==> src/rtl/rx_phase_sync_slicer.sv <==
// Receive-side phase recovery: max-energy search over the OS polyphase branches,
// decimation at the chosen phase and sign slicing of the I/Q symbols.
module rx_phase_sync_slicer #(
  parameter int NB_INPUT  = 8,
  parameter int NBF_INPUT = 7,
  parameter int OS        = 4,
  parameter int LOG2_WIN  = 8,
  localparam int NB_PH    = $clog2(OS)
) (
  input  logic                       clock,
  input  logic                       i_reset,
  input  logic                       i_enable,
  input  logic                       i_valid,
  input  logic signed [NB_INPUT-1:0] i_sample_I,
  input  logic signed [NB_INPUT-1:0] i_sample_Q,
  input  logic                       i_phase_force_en,
  input  logic [NB_PH-1:0]           i_phase_force,
  output logic [NB_PH-1:0]           o_phase,
  output logic                       o_locked,
  output logic                       o_valid,
  output logic signed [NB_INPUT-1:0] o_sym_I,
  output logic signed [NB_INPUT-1:0] o_sym_Q,
  output logic                       o_bit_I,
  output logic                       o_bit_Q
);

  localparam int NB_ACC = NB_INPUT + 1 + LOG2_WIN;
  localparam int NB_E   = NB_INPUT + 1;
  localparam logic [NB_PH-1:0] CNT_LAST = NB_PH'(OS - 1);

  if (NBF_INPUT > NB_INPUT || (1 << NB_PH) != OS || OS < 2) begin : g_param_check
    $error("rx_phase_sync_slicer: bad NBF_INPUT/OS parameter");
  end

  typedef enum logic {ACQ, LOCK} state_t;

  state_t                     state_q, state_d;
  logic [NB_PH-1:0]           cnt_q, cnt_d;
  logic [LOG2_WIN-1:0]        sym_q, sym_d;
  logic [NB_PH-1:0]           phase_est_q, phase_est_d;
  logic [NB_PH-1:0]           phase_app_q, phase_app_d;
  logic [NB_ACC-1:0]          acc_q [OS];
  logic [NB_ACC-1:0]          acc_d [OS];
  logic [NB_ACC-1:0]          acc_incl [OS];
  logic                       valid_q, valid_d;
  logic signed [NB_INPUT-1:0] sym_i_q, sym_i_d, sym_q_q, sym_q_d;
  logic                       bit_i_q, bit_i_d, bit_q_q, bit_q_d;

  logic                       accept, wrap, win_end;
  logic signed [NB_E-1:0]     ext_i, ext_q;
  logic [NB_E-1:0]            abs_i, abs_q, energy;
  logic [NB_PH-1:0]           best_idx;
  logic [NB_ACC-1:0]          best_val;

  // Sign-extend before negating so that |-2**(NB_INPUT-1)| is representable.
  always_comb begin
    ext_i  = {i_sample_I[NB_INPUT-1], i_sample_I};
    ext_q  = {i_sample_Q[NB_INPUT-1], i_sample_Q};
    abs_i  = ext_i[NB_E-1] ? NB_E'(-ext_i) : NB_E'(ext_i);
    abs_q  = ext_q[NB_E-1] ? NB_E'(-ext_q) : NB_E'(ext_q);
    energy = abs_i + abs_q;
  end

  assign accept  = i_enable & i_valid & i_reset;
  assign wrap    = (cnt_q == CNT_LAST);
  assign win_end = accept & wrap & (&sym_q);

  // Argmax includes the closing sample; strict compare keeps the lowest index on ties.
  always_comb begin
    best_idx = '0;
    best_val = '0;
    for (int k = 0; k < OS; k++) begin
      acc_incl[k] = acc_q[k];
      if (cnt_q == k[NB_PH-1:0]) begin
        acc_incl[k] = acc_q[k] + {{(NB_ACC-NB_E){1'b0}}, energy};
      end
    end
    best_val = acc_incl[0];
    for (int k = 1; k < OS; k++) begin
      if (acc_incl[k] > best_val) begin
        best_val = acc_incl[k];
        best_idx = k[NB_PH-1:0];
      end
    end
  end

  always_comb begin
    state_d     = state_q;
    cnt_d       = cnt_q;
    sym_d       = sym_q;
    phase_est_d = phase_est_q;
    phase_app_d = phase_app_q;
    acc_d       = acc_q;
    valid_d     = 1'b0;
    sym_i_d     = sym_i_q;
    sym_q_d     = sym_q_q;
    bit_i_d     = bit_i_q;
    bit_q_d     = bit_q_q;
    if (accept) begin
      cnt_d = wrap ? '0 : cnt_q + 1'b1;
      if (wrap) begin
        sym_d = sym_q + 1'b1;
      end
      for (int k = 0; k < OS; k++) begin
        acc_d[k] = win_end ? '0 : acc_incl[k];
      end
      if (win_end) begin
        phase_est_d = best_idx;
        state_d     = LOCK;
      end
      // Phase changes only at the symbol boundary so no symbol is dropped or repeated.
      if (wrap) begin
        if (i_phase_force_en) phase_app_d = i_phase_force;
        else if (win_end)     phase_app_d = best_idx;
        else                  phase_app_d = phase_est_q;
      end
      if ((cnt_q == phase_app_q) && (state_q == LOCK || i_phase_force_en)) begin
        valid_d = 1'b1;
        sym_i_d = i_sample_I;
        sym_q_d = i_sample_Q;
        bit_i_d = i_sample_I[NB_INPUT-1];
        bit_q_d = i_sample_Q[NB_INPUT-1];
      end
    end
  end

  always_ff @(posedge clock) begin
    if (!i_reset) begin
      state_q     <= ACQ;
      cnt_q       <= '0;
      sym_q       <= '0;
      phase_est_q <= '0;
      phase_app_q <= '0;
      for (int k = 0; k < OS; k++) acc_q[k] <= '0;
      valid_q     <= 1'b0;
      sym_i_q     <= '0;
      sym_q_q     <= '0;
      bit_i_q     <= 1'b0;
      bit_q_q     <= 1'b0;
    end else begin
      state_q     <= state_d;
      cnt_q       <= cnt_d;
      sym_q       <= sym_d;
      phase_est_q <= phase_est_d;
      phase_app_q <= phase_app_d;
      for (int k = 0; k < OS; k++) acc_q[k] <= acc_d[k];
      valid_q     <= valid_d;
      sym_i_q     <= sym_i_d;
      sym_q_q     <= sym_q_d;
      bit_i_q     <= bit_i_d;
      bit_q_q     <= bit_q_d;
    end
  end

  assign o_phase  = phase_app_q;
  assign o_locked = (state_q == LOCK);
  assign o_valid  = valid_q;
  assign o_sym_I  = sym_i_q;
  assign o_sym_Q  = sym_q_q;
  assign o_bit_I  = bit_i_q;
  assign o_bit_Q  = bit_q_q;

endmodule

==> config.mk <==
export PLATFORM = sky130hd
export DESIGN_NAME = rx_phase_sync_slicer
export DESIGN_NICKNAME = d
export VERILOG_FILES = /design/src/rtl/rx_phase_sync_slicer.sv
export SDC_FILE = /design/constraint.sdc
export NUM_CORES = 1
export LEC_CHECK = 0
export BUFFER_PORTS_ARGS = -buffer_cell sky130_fd_sc_hd__buf_2
export CAP_MARGIN = 25
export CORE_MARGIN = 1.5
export CORE_UTILIZATION = 57
export CTS_CLUSTER_DIAMETER = 60
export DETAILED_ROUTE_END_ITERATION = 8
export PLACE_DENSITY = 0.78
export SLEW_MARGIN = 20
export SYNTH_ARGS = -nofsm -noshare
export SYNTH_HDL_FRONTEND = slang
export SYNTH_SLANG_ARGS = --single-unit
==> constraint.sdc <==
create_clock -name clock -period 9.6 [get_ports clock]
set_clock_uncertainty 0.15 [all_clocks]
set_input_delay 0.96 -clock clock [delete_from_list [all_inputs] [get_ports clock]]
set_output_delay 0.96 -clock clock [all_outputs]
set_load 0.01 [all_outputs]
==> impl_metrics.yaml, run 1 <==
run_status:
  status: "finished with violations"
  violations: "design-rule violations"
yosys:
  synth_top_cell_area_share: 0.234
  yosysWarnings: 0
  yosysMostFrequentCell: "nor2_1"
  syn_inst: 1068
  syn_area_um2: 8560
  synth_flop_cell: "dfxtp_1"
  ys_types: 71
  synth_area_per_cell_um2: 8.02
  ys_top_cells_by_area: "dfxtp_1 (23%), ha_1 (15%), a21oi_1 (5.1%), xnor2_1 (5.0%), nor2_1 (5.0%)"
  synth_edf_count: 0
  ys_ff_latch: 100
  synth_top_cells_by_count: "nor2_1 (113), ha_1 (104), dfxtp_1 (100)"
  synth_top_area_cell: "dfxtp_1"
  synth-seq-area-share: 0.234
  synth.net_count: 1200
  async_flop_share: 0
pwr:
  p_clk_frac: 0.234
  p_comb_frac: 0.494
  power.leakage_uw: 0.00427
  swShare: 0.393
  switchingPower_uw: 622
  seq_power_share: 0.272
  fin_total_pwr_uw: 1580
  powerDensity_nw_per_um2: 162
  internal_power_uw: 959
  ir_drop_mv: 0.128
clock_tree:
  clock_latency_ns: 0.37
  clkTransAtPathRegs_ns: 0.08
  htree_levels: 3
  cts-root-buf: "clkbuf_16"
  cts_buffer_depth: 2
  cts_hold_buf: 0
  cts.sinks: 100
  numCtsBuffers: 9
  tritoncts: "built"
min_path:
  hp-class: "reg -> reg"
  worstHoldStart: "acc_q[19]"
  whs_path_depth: 2
global_routing:
  grt_start_max_net_pins: 72
  grt.overflow.total: 0
  grt_usage: 0.290
  first_global_vias: 7520
  grt_pass1_wl_mm: 37.3
  antenna_found_initial: 0
detailed_routing:
  drt-total-wl_mm: 23.7
  wire_per_inst_um: 17.8
  drt_pass1_iterations: 7
  final_antenna_net_count: 0
  vias: 8284
  drtIter0Drc: 588
  drcViolationCount: 1
  vias_per_cell: 6.21
setup_path:
  startpoint_type: "primary input"
  worst-path-max-fanout: 10
  rr_startpoint: "acc_q[34]"
  endpoint_kind: "flip-flop"
  slowest_stage: "or3_1"
  critPathLaunch: "i_sample_I[1]"
  path_class: "in -> reg"
  crit_required_ns: 9.71
  r2r_cells: 33
  cpPeakStageDelay_ns: 0.50
  cp_data_arrival_time_ns: 9.38
die:
  die_area_um2: 15800
  ioPinCount: 45
  die_y_um: 126
  row_count: 44
  core_area_um2: 14600
  initial_utilization: 0.587
  chipWidth_um: 126
place:
  io_buffers: 44
  gp_congestion: 0.904
  hpwl_mm: 17.4
  post-place-ws_ns: -0.380
layout:
  multiInputGateArea_um2: 6260
  diodes: 0
  nFillCells: 1237
  seqCellArea_um2: 2000
  syn_to_final_growth_pct: 14.0
  fin_nets: 1277
  layout-drive-gt1-share: 0.148
  postLayoutCoreUtil: 0.669
sta:
  finalMaxSlewViolations: 0
  relSlewSlack: 0.447
  holdWs_ns: 0.326
  finalCritPeriodShare: 0.966
  worst_pin_slew_ns: 0.823
  final_hold_viol_count: 0
  fmax_ghz: 0.108
  setup-violations-final: 0
  worst_slack_ns: 0.324
  min_period_ns: 9.28
flow_run:
  maxCapViolCount: 0
## power groups by stage
stage	clock, uW	sequential [uW]	combinational [uW]
final	369	430	781
after CTS	373	430	728
after detailed placement	0	440	722
after global routing	388	431	846
after floorplan	0	438	511
after global placement	0	439	709
## placed cells by master, fill, tap and decap left out, types with 37 or more instances in the layout
| cell type | netlist | routed |
|---|---|---|
| nor2_1 | 113 | 113 |
| ha_1 | 104 | 102 |
| dfxtp_1 | 100 | 100 |
| a21oi_1 | 87 | 85 |
| nand2_1 | 78 | 77 |
| buf_4 | 2 | 61 |
| inv_1 | 58 | 58 |
| o21ai_0 | 55 | 48 |
| xnor2_1 | 49 | 47 |
| buf_2 | 9 | 44 |
| mux2i_1 | 38 | 37 |
## cells by family (layout without fill, tap and decap cells)
family / Yosys count / count (layout) / share of synthesized area
AO/OA/AOI/OAI: 305 / 305 / 0.236
flip-flops: 100 / 100 / 0.234
multiplexers: 54 / 54 / 0.0654
AND/OR/NAND/NOR: 328 / 328 / 0.182
XOR/XNOR: 68 / 68 / 0.0695
buffers and inverters: 104 / 185 / 0.0497
adder cells (fa/ha/maj): 109 / 109 / 0.164
## routing by layer
layer,vias to the layer above,wire [um],global-route usage
li1,4041,-,-
met1,3878,10400,0.379
met2,299,11000,0.475
met3,66,1560,0.0595
met4,0,745,0.0996
met5,-,0,0
## worst max-delay path: cells and delay by family
| kind | cells | cell delay [ns] |
|---|---|---|
| xor+xnor | 1 | 0.20 |
| compound gates | 20 | 3.47 |
| simple gates | 8 | 1.36 |
| fa+ha+maj | 6 | 1.97 |
| buf+inv | 6 | 0.81 |
| mux | 2 | 0.61 |
## final timing paths
kind / slack (ns) / to
worst max-delay path: 0.32 / o_phase[0]
worst min-delay path: 0.33 / acc_q[19]
worst max register to register: 2.07 / o_phase[0]
worst min register to register: 0.33 / acc_q[19]
## timing repair
| action | in CTS | in global routing |
|---|---|---|
| buffers inserted | 0 | 5 |
| gates resized for setup | 1 | 28 |
| pin swaps | 0 | 9 |
| endpoints found under the setup margin | 2 | 4 |
## area by class of cell
cell class	instances	area share
clock buffers	9	0.0231
clock inverters	6	0.00577
inverters	60	0.0231
multi-input cells	864	0.641
flip-flops and latches	100	0.205
well taps	184	0.0236
repair buffers	110	0.0787
## per-stage QoR
| step | setup TNS (ns) | instances | cell area [um2] |
|---|---|---|---|
| after floorplan | 0 | 1068 | 8560 |
| after global placement | -0.662 | 1311 | 9290 |
| after detailed placement | -1.41 | 1312 | 9310 |
| after CTS | 0 | 1327 | 9600 |
| after global routing | -0.110 | 1333 | 9760 |
| final | 0 | 1333 | 9760 |
## sequential cells by signal (all words and copies together) (netlist names)
signal	flops
o_sym_I	8
o_phase	2
sym_q	8
phase_est_q	2
cnt_q	2
o_valid	1
acc_q	68
o_sym_Q	8
o_locked	1
Note: power is estimated with default switching activity, not from simulation.
==> inputs of run 2 (changes only) <==
--- a/config.mk
+++ b/config.mk
@@ -8,10 +8,10 @@
 export BUFFER_PORTS_ARGS = -buffer_cell sky130_fd_sc_hd__buf_2
 export CAP_MARGIN = 25
 export CORE_MARGIN = 1.5
-export CORE_UTILIZATION = 57
+export CORE_UTILIZATION = 55
 export CTS_CLUSTER_DIAMETER = 60
 export DETAILED_ROUTE_END_ITERATION = 8
-export PLACE_DENSITY = 0.78
+export PLACE_DENSITY = 0.76
 export SLEW_MARGIN = 20
 export SYNTH_ARGS = -nofsm -noshare
 export SYNTH_HDL_FRONTEND = slang
==> run 2 against run 1 <==
Clock power rose by 5%. Largest cell class unchanged. The flow now finishes without violations. Via count fell by 0.22%. Non-clock buffer count rose by 6.
==> impl_metrics.yaml, run 2 (same netlist as run 1, synthesis figures left out) <==
run_status:
  status: "finished, final reports clean"
detailed_routing:
  drt_pass1_iterations: 5
  final_antenna_net_count: 0
  drcViolationCount: 0
  vias_per_cell: 6.15
  vias: 8266
  drtIter0Drc: 545
  wire_per_inst_um: 17.7
  drt-total-wl_mm: 23.8
die:
  row_count: 45
  core_area_um2: 15200
  die_area_um2: 16300
  chipWidth_um: 128
  initial_utilization: 0.563
  die_y_um: 128
  ioPinCount: 45
min_path:
  hp-class: "reg -> reg"
  whs_path_depth: 2
  worstHoldStart: "sym_q[1]"
  min_to: "sym_q[1]"
layout:
  layout-drive-gt1-share: 0.153
  nFillCells: 1330
  regMostFlops: "acc_q"
  fin_cells: 1343
  diodes: 0
  seqCellArea_um2: 2000
  multiInputGateArea_um2: 6260
  fin_nets: 1283
  mostFrequentLayoutCell: "nor2_1"
  syn_to_final_growth_pct: 14.5
  postLayoutCoreUtil: 0.645
  layout_common_cells: "nor2_1 (112), ha_1 (103), dfxtp_1 (100)"
  largest_reg_flops: 68
place:
  hpwl_mm: 17.7
  gp_congestion: 0.934
  dp.cells: 1325
  io_buffers: 44
clock_tree:
  cts_buffer_depth: 2
  tritoncts: "built"
  numCtsBuffers: 9
  clkTransAtPathRegs_ns: 0.07
  clock_latency_ns: 0.36
  htree_levels: 3
  cts.sinks: 100
  cts-root-buf: "clkbuf_16"
setup_path:
  slowest_stage: "or3_1"
  cpPeakStageDelay_ns: 0.48
  path_class: "in -> reg"
  startpoint_type: "primary input"
  r2r_setup_slack_ns: 2.06
  rr_startpoint: "acc_q[34]"
  cp_common_cell: "ha_1"
  endpoint_kind: "flip-flop"
  r2r_cells: 32
  timing.rr.end: "o_phase[0]"
  crit_required_ns: 9.69
  worst-path-max-fanout: 10
  cp_data_arrival_time_ns: 9.30
global_routing:
  antenna_found_initial: 0
  busiest_layer: "met2"
  first_global_vias: 7643
  grt_usage: 0.289
  use_met1: 0.376
  use_met3: 0.0576
  grt.overflow.total: 0
  use_met2: 0.480
  grt_start_max_net_pins: 69
  grt_pass1_wl_mm: 37.8
sta:
  worst_pin_slew_ns: 0.773
  fmax_ghz: 0.109
  setup-violations-final: 0
  relSlewSlack: 0.485
  holdWs_ns: 0.336
  finalCritPeriodShare: 0.959
  finalMaxSlewViolations: 0
  setup_tns_ns: 0
  final_hold_viol_count: 0
  min_period_ns: 9.20
pwr:
  fin_total_pwr_uw: 1600
  power.leakage_uw: 0.00430
  ir_drop_mv: 0.124
  powerDensity_nw_per_um2: 164
flow_run:
  maxCapViolCount: 0
-- run 2: where the power goes --
part | leakage (uW) | internal, uW | switching [uW]
Combinational | 0.00335 | 357 | 430
Clock | 0.000147 | 211 | 174
Sequential | 0.000807 | 423 | 7.43
-- run 2: final cells by class --
type	count	share of cell area
Multi-Input combinational cell	864	0.638
Sequential cell	100	0.204
Timing Repair Buffer	116	0.0800
Clock buffer	11	0.0247
Tap cell	188	0.0240
Inverter	60	0.0230
Clock inverter	4	0.00574
-- run 2: worst max path at each step --
stage	from	end	slack, ns	depth (start not counted)
global route	i_sample_Q[0]	o_phase[0]	-0.04	42
detailed placement	i_sample_Q[0]	o_phase[0]	-0.31	45
finish	i_sample_I[0]	o_phase[0]	0.40	42
CTS	i_sample_Q[0]	o_phase[0]	0.03	45
floorplan	i_sample_I[0]	o_phase[0]	0.26	41
global placement	i_sample_Q[0]	o_phase[0]	-0.14	44
-- run 2: worst max-delay path: cells and delay by family --
family	cells	cell delay, ns
xor gates and xnor gates	2	0.33
AOI/OAI and AO/OA	18	3.15
buffers and inverters	6	0.96
adders and majority gates	5	1.51
and+or+nand+nor	10	2.00
muxes	1	0.37
-- run 2: metrics by stage --
step	setup slack (ns)	instance area [um2]
finish	0.396	9810
global route	-0.0381	9810
CTS	0.0309	9670
detailed placement	-0.308	9370
global placement	-0.136	9360
floorplan	0.261	8560
-- run 2: timing repair --
item,in CTS,in global routing
buffers inserted,0,3
endpoints found under the setup margin,0,4
resized for setup,0,29
hold buffers,0,0
hold endpoints to repair,0,0
-- run 2: layer usage --
layer	wire length (um)	vias to the layer above
met5	0	-
met4	532	0
met3	1660	45
met2	11100	262
met1	10600	3910
li1	-	4049
==> inputs of run 3 (changes only) <==
--- a/config.mk
+++ b/config.mk
@@ -11,7 +11,7 @@
 export CORE_UTILIZATION = 55
 export CTS_CLUSTER_DIAMETER = 60
 export DETAILED_ROUTE_END_ITERATION = 8
-export PLACE_DENSITY = 0.76
+export PLACE_DENSITY = 0.73
 export SLEW_MARGIN = 20
 export SYNTH_ARGS = -nofsm -noshare
 export SYNTH_HDL_FRONTEND = slang
==> constraint.sdc (replaced) <==
create_clock -name clock -period 9.4 [get_ports clock]
set_clock_uncertainty 0.15 [all_clocks]
set_input_delay 0.94 -clock clock [delete_from_list [all_inputs] [get_ports clock]]
set_output_delay 0.94 -clock clock [all_outputs]
set_load 0.01 [all_outputs]
==> run 3 against run 2 <==
Sequential share of layout area shrank 1.1 points. Register-to-register slack lost 0.18 ns. Worst hold slack lost 0.011 ns. Non-clock buffer count grew 59. Critical path depth grew 1. Via count grew 1.8%. Die area is the same. Clock-buffer cell count shrank 2. Cell area grew 6.0%. Clock power grew 1%. Largest cell class unchanged. Critical endpoint unchanged. Power grew 9.4%. First-iteration DRC count grew 9.4%. Largest power group unchanged.
==> impl_metrics.yaml, run 3 (same netlist as run 1, synthesis figures left out) <==
pwr:
  fin_total_pwr_uw: 1750
  switchingPower_uw: 680
  p_clk_frac: 0.223
  powerDensity_nw_per_um2: 169
  power.leakage_uw: 0.00463
  seq_power_share: 0.250
  internal_power_uw: 1070
  swShare: 0.387
  ir_drop_mv: 0.129
  p_comb_frac: 0.527
die:
  die_area_um2: 16300
  row_count: 45
  core_area_um2: 15200
  initial_utilization: 0.563
  ioPinCount: 45
  chipWidth_um: 128
  die_y_um: 128
detailed_routing:
  vias_per_cell: 6.00
  drt-total-wl_mm: 24.2
  final_antenna_net_count: 0
  drtIter0Drc: 596
  vias: 8412
  wire_per_inst_um: 17.2
  drt_pass1_iterations: 6
  drcViolationCount: 0
place:
  gp_congestion: 0.937
  hpwl_mm: 18.0
  post-place-ws_ns: -0.525
  io_buffers: 44
  dp.cells: 1373
  place_area_um2: 9750
clock_tree:
  numCtsBuffers: 9
  cts_hold_buf: 0
  clock_latency_ns: 0.37
  clkTransAtPathRegs_ns: 0.08
  cts-root-buf: "clkbuf_16"
  tritoncts: "built"
  htree_levels: 3
  cts.sinks: 100
  cts_buffer_depth: 2
global_routing:
  grt.overflow.total: 0
  grt_start_max_net_pins: 72
  antenna_found_initial: 0
  grt_usage: 0.289
  first_global_vias: 7679
  grt_pass1_wl_mm: 37.9
setup_path:
  crit_required_ns: 9.51
  cpPeakStageDelay_ns: 0.41
  worst-path-max-fanout: 11
  endpoint_kind: "flip-flop"
  rr_startpoint: "acc_q[34]"
  path_class: "in -> reg"
  slowest_stage: "a2111oi_2"
  startpoint_type: "primary input"
  critPathLaunch: "i_sample_I[0]"
  cp_common_cell: "ha_1"
  cp_data_arrival_time_ns: 9.28
layout:
  fin_cells: 1403
  stdcell_area_um2: 10400
  mostFrequentLayoutCell: "buf_4"
  layout-drive-gt1-share: 0.208
  syn_to_final_growth_pct: 21.3
  nFillCells: 1239
  layout_common_cells: "buf_4 (124), nor2_1 (112), ha_1 (100), dfxtp_1 (100), a21oi_1 (78)"
  fin_nets: 1342
  largest_reg_flops: 68
  regMostFlops: "acc_q"
  diodes: 0
sta:
  worst_pin_slew_ns: 1.07
  final_hold_viol_count: 0
  setup_tns_ns: 0
  finalMaxSlewViolations: 0
  setup-violations-final: 0
  fmax_ghz: 0.109
  finalCritPeriodShare: 0.975
  worst_slack_ns: 0.231
  relSlewSlack: 0.285
  min_period_ns: 9.17
flow_run:
  maxCapViolCount: 0
min_path:
  hp-class: "reg -> reg"
  worstHoldStart: "acc_q[19]"
run_status:
  status: "finished, final reports clean"
run 3: cell count changes in the layout (fill, tap and decap cells not counted), sizes merged:
cell,before,now
buf,116,175
bufinv,1,0
clkbuf,11,9
clkinv,1,4
inv,62,63
run 3: timing repair:
item / 4_1_cts / 5_1_grt
endpoints found under the setup margin: 4 / 4
pin swaps: 0 / 24
buffers inserted: 0 / 14
endpoints found under the hold margin: 0 / 0
gates resized for setup: 3 / 53
run 3: path summary, 6_finish.rpt:
| kind | slack, ns | endpoint | cells past startpoint |
|---|---|---|---|
| worst max register to register | 1.88 | o_phase[0] | 33 |
| worst max-delay path | 0.23 | o_phase[0] | 43 |
| worst min register to register | 0.32 | acc_q[19] | 2 |
| worst min-delay path | 0.32 | acc_q[19] | 2 |
run 3: layout make-up:
cell class | instances | area [um2] | area share
Clock inverter | 7 | 77.6 | 0.00746
Sequential cell | 100 | 2000 | 0.193
Timing Repair Buffer | 175 | 1250 | 0.121
Tap cell | 188 | 235 | 0.0226
Multi-Input combinational cell | 864 | 6370 | 0.613
Inverter | 60 | 225 | 0.0217
Clock buffer | 9 | 225 | 0.0217
run 3: critical path, delay by kind of cell:
| kind | cells | cell delay [ns] |
|---|---|---|
| adder cells (fa/ha/maj) | 6 | 1.78 |
| multiplexers | 2 | 0.46 |
| AO/OA/AOI/OAI | 20 | 3.63 |
| AND/OR/NAND/NOR | 6 | 1.25 |
| buffers and inverters | 7 | 0.94 |
| XOR/XNOR | 2 | 0.28 |
run 3: through the flow:
stage / util / hold WS [ns]
after global routing: 0.684 / 0.357
after detailed placement: 0.641 / 0.316
after floorplan: - / 0.297
after CTS: 0.662 / 0.327
after global placement: 0.639 / 0.311
final: 0.684 / 0.325
run 3: routing by layer:
metal	part of all wire	global-route usage	vias to the layer above	routed length, um
met2	0.47	0.472	250	11200
met5	0	0	-	0
met3	0.054	0.0409	44	1300
met1	0.46	0.390	3955	11100
li1	-	-	4163	-
met4	0.023	0.0998	0	555
run 3: power by group through the flow:
stage               clock [uW]  combinational [uW]  sequential (uW)
global route               411                1000              440
detailed placement           0                 826              449
global placement             0                 808              449
floorplan                    0                 521              448
CTS                        394                 833              439
finish                     391                 924              439
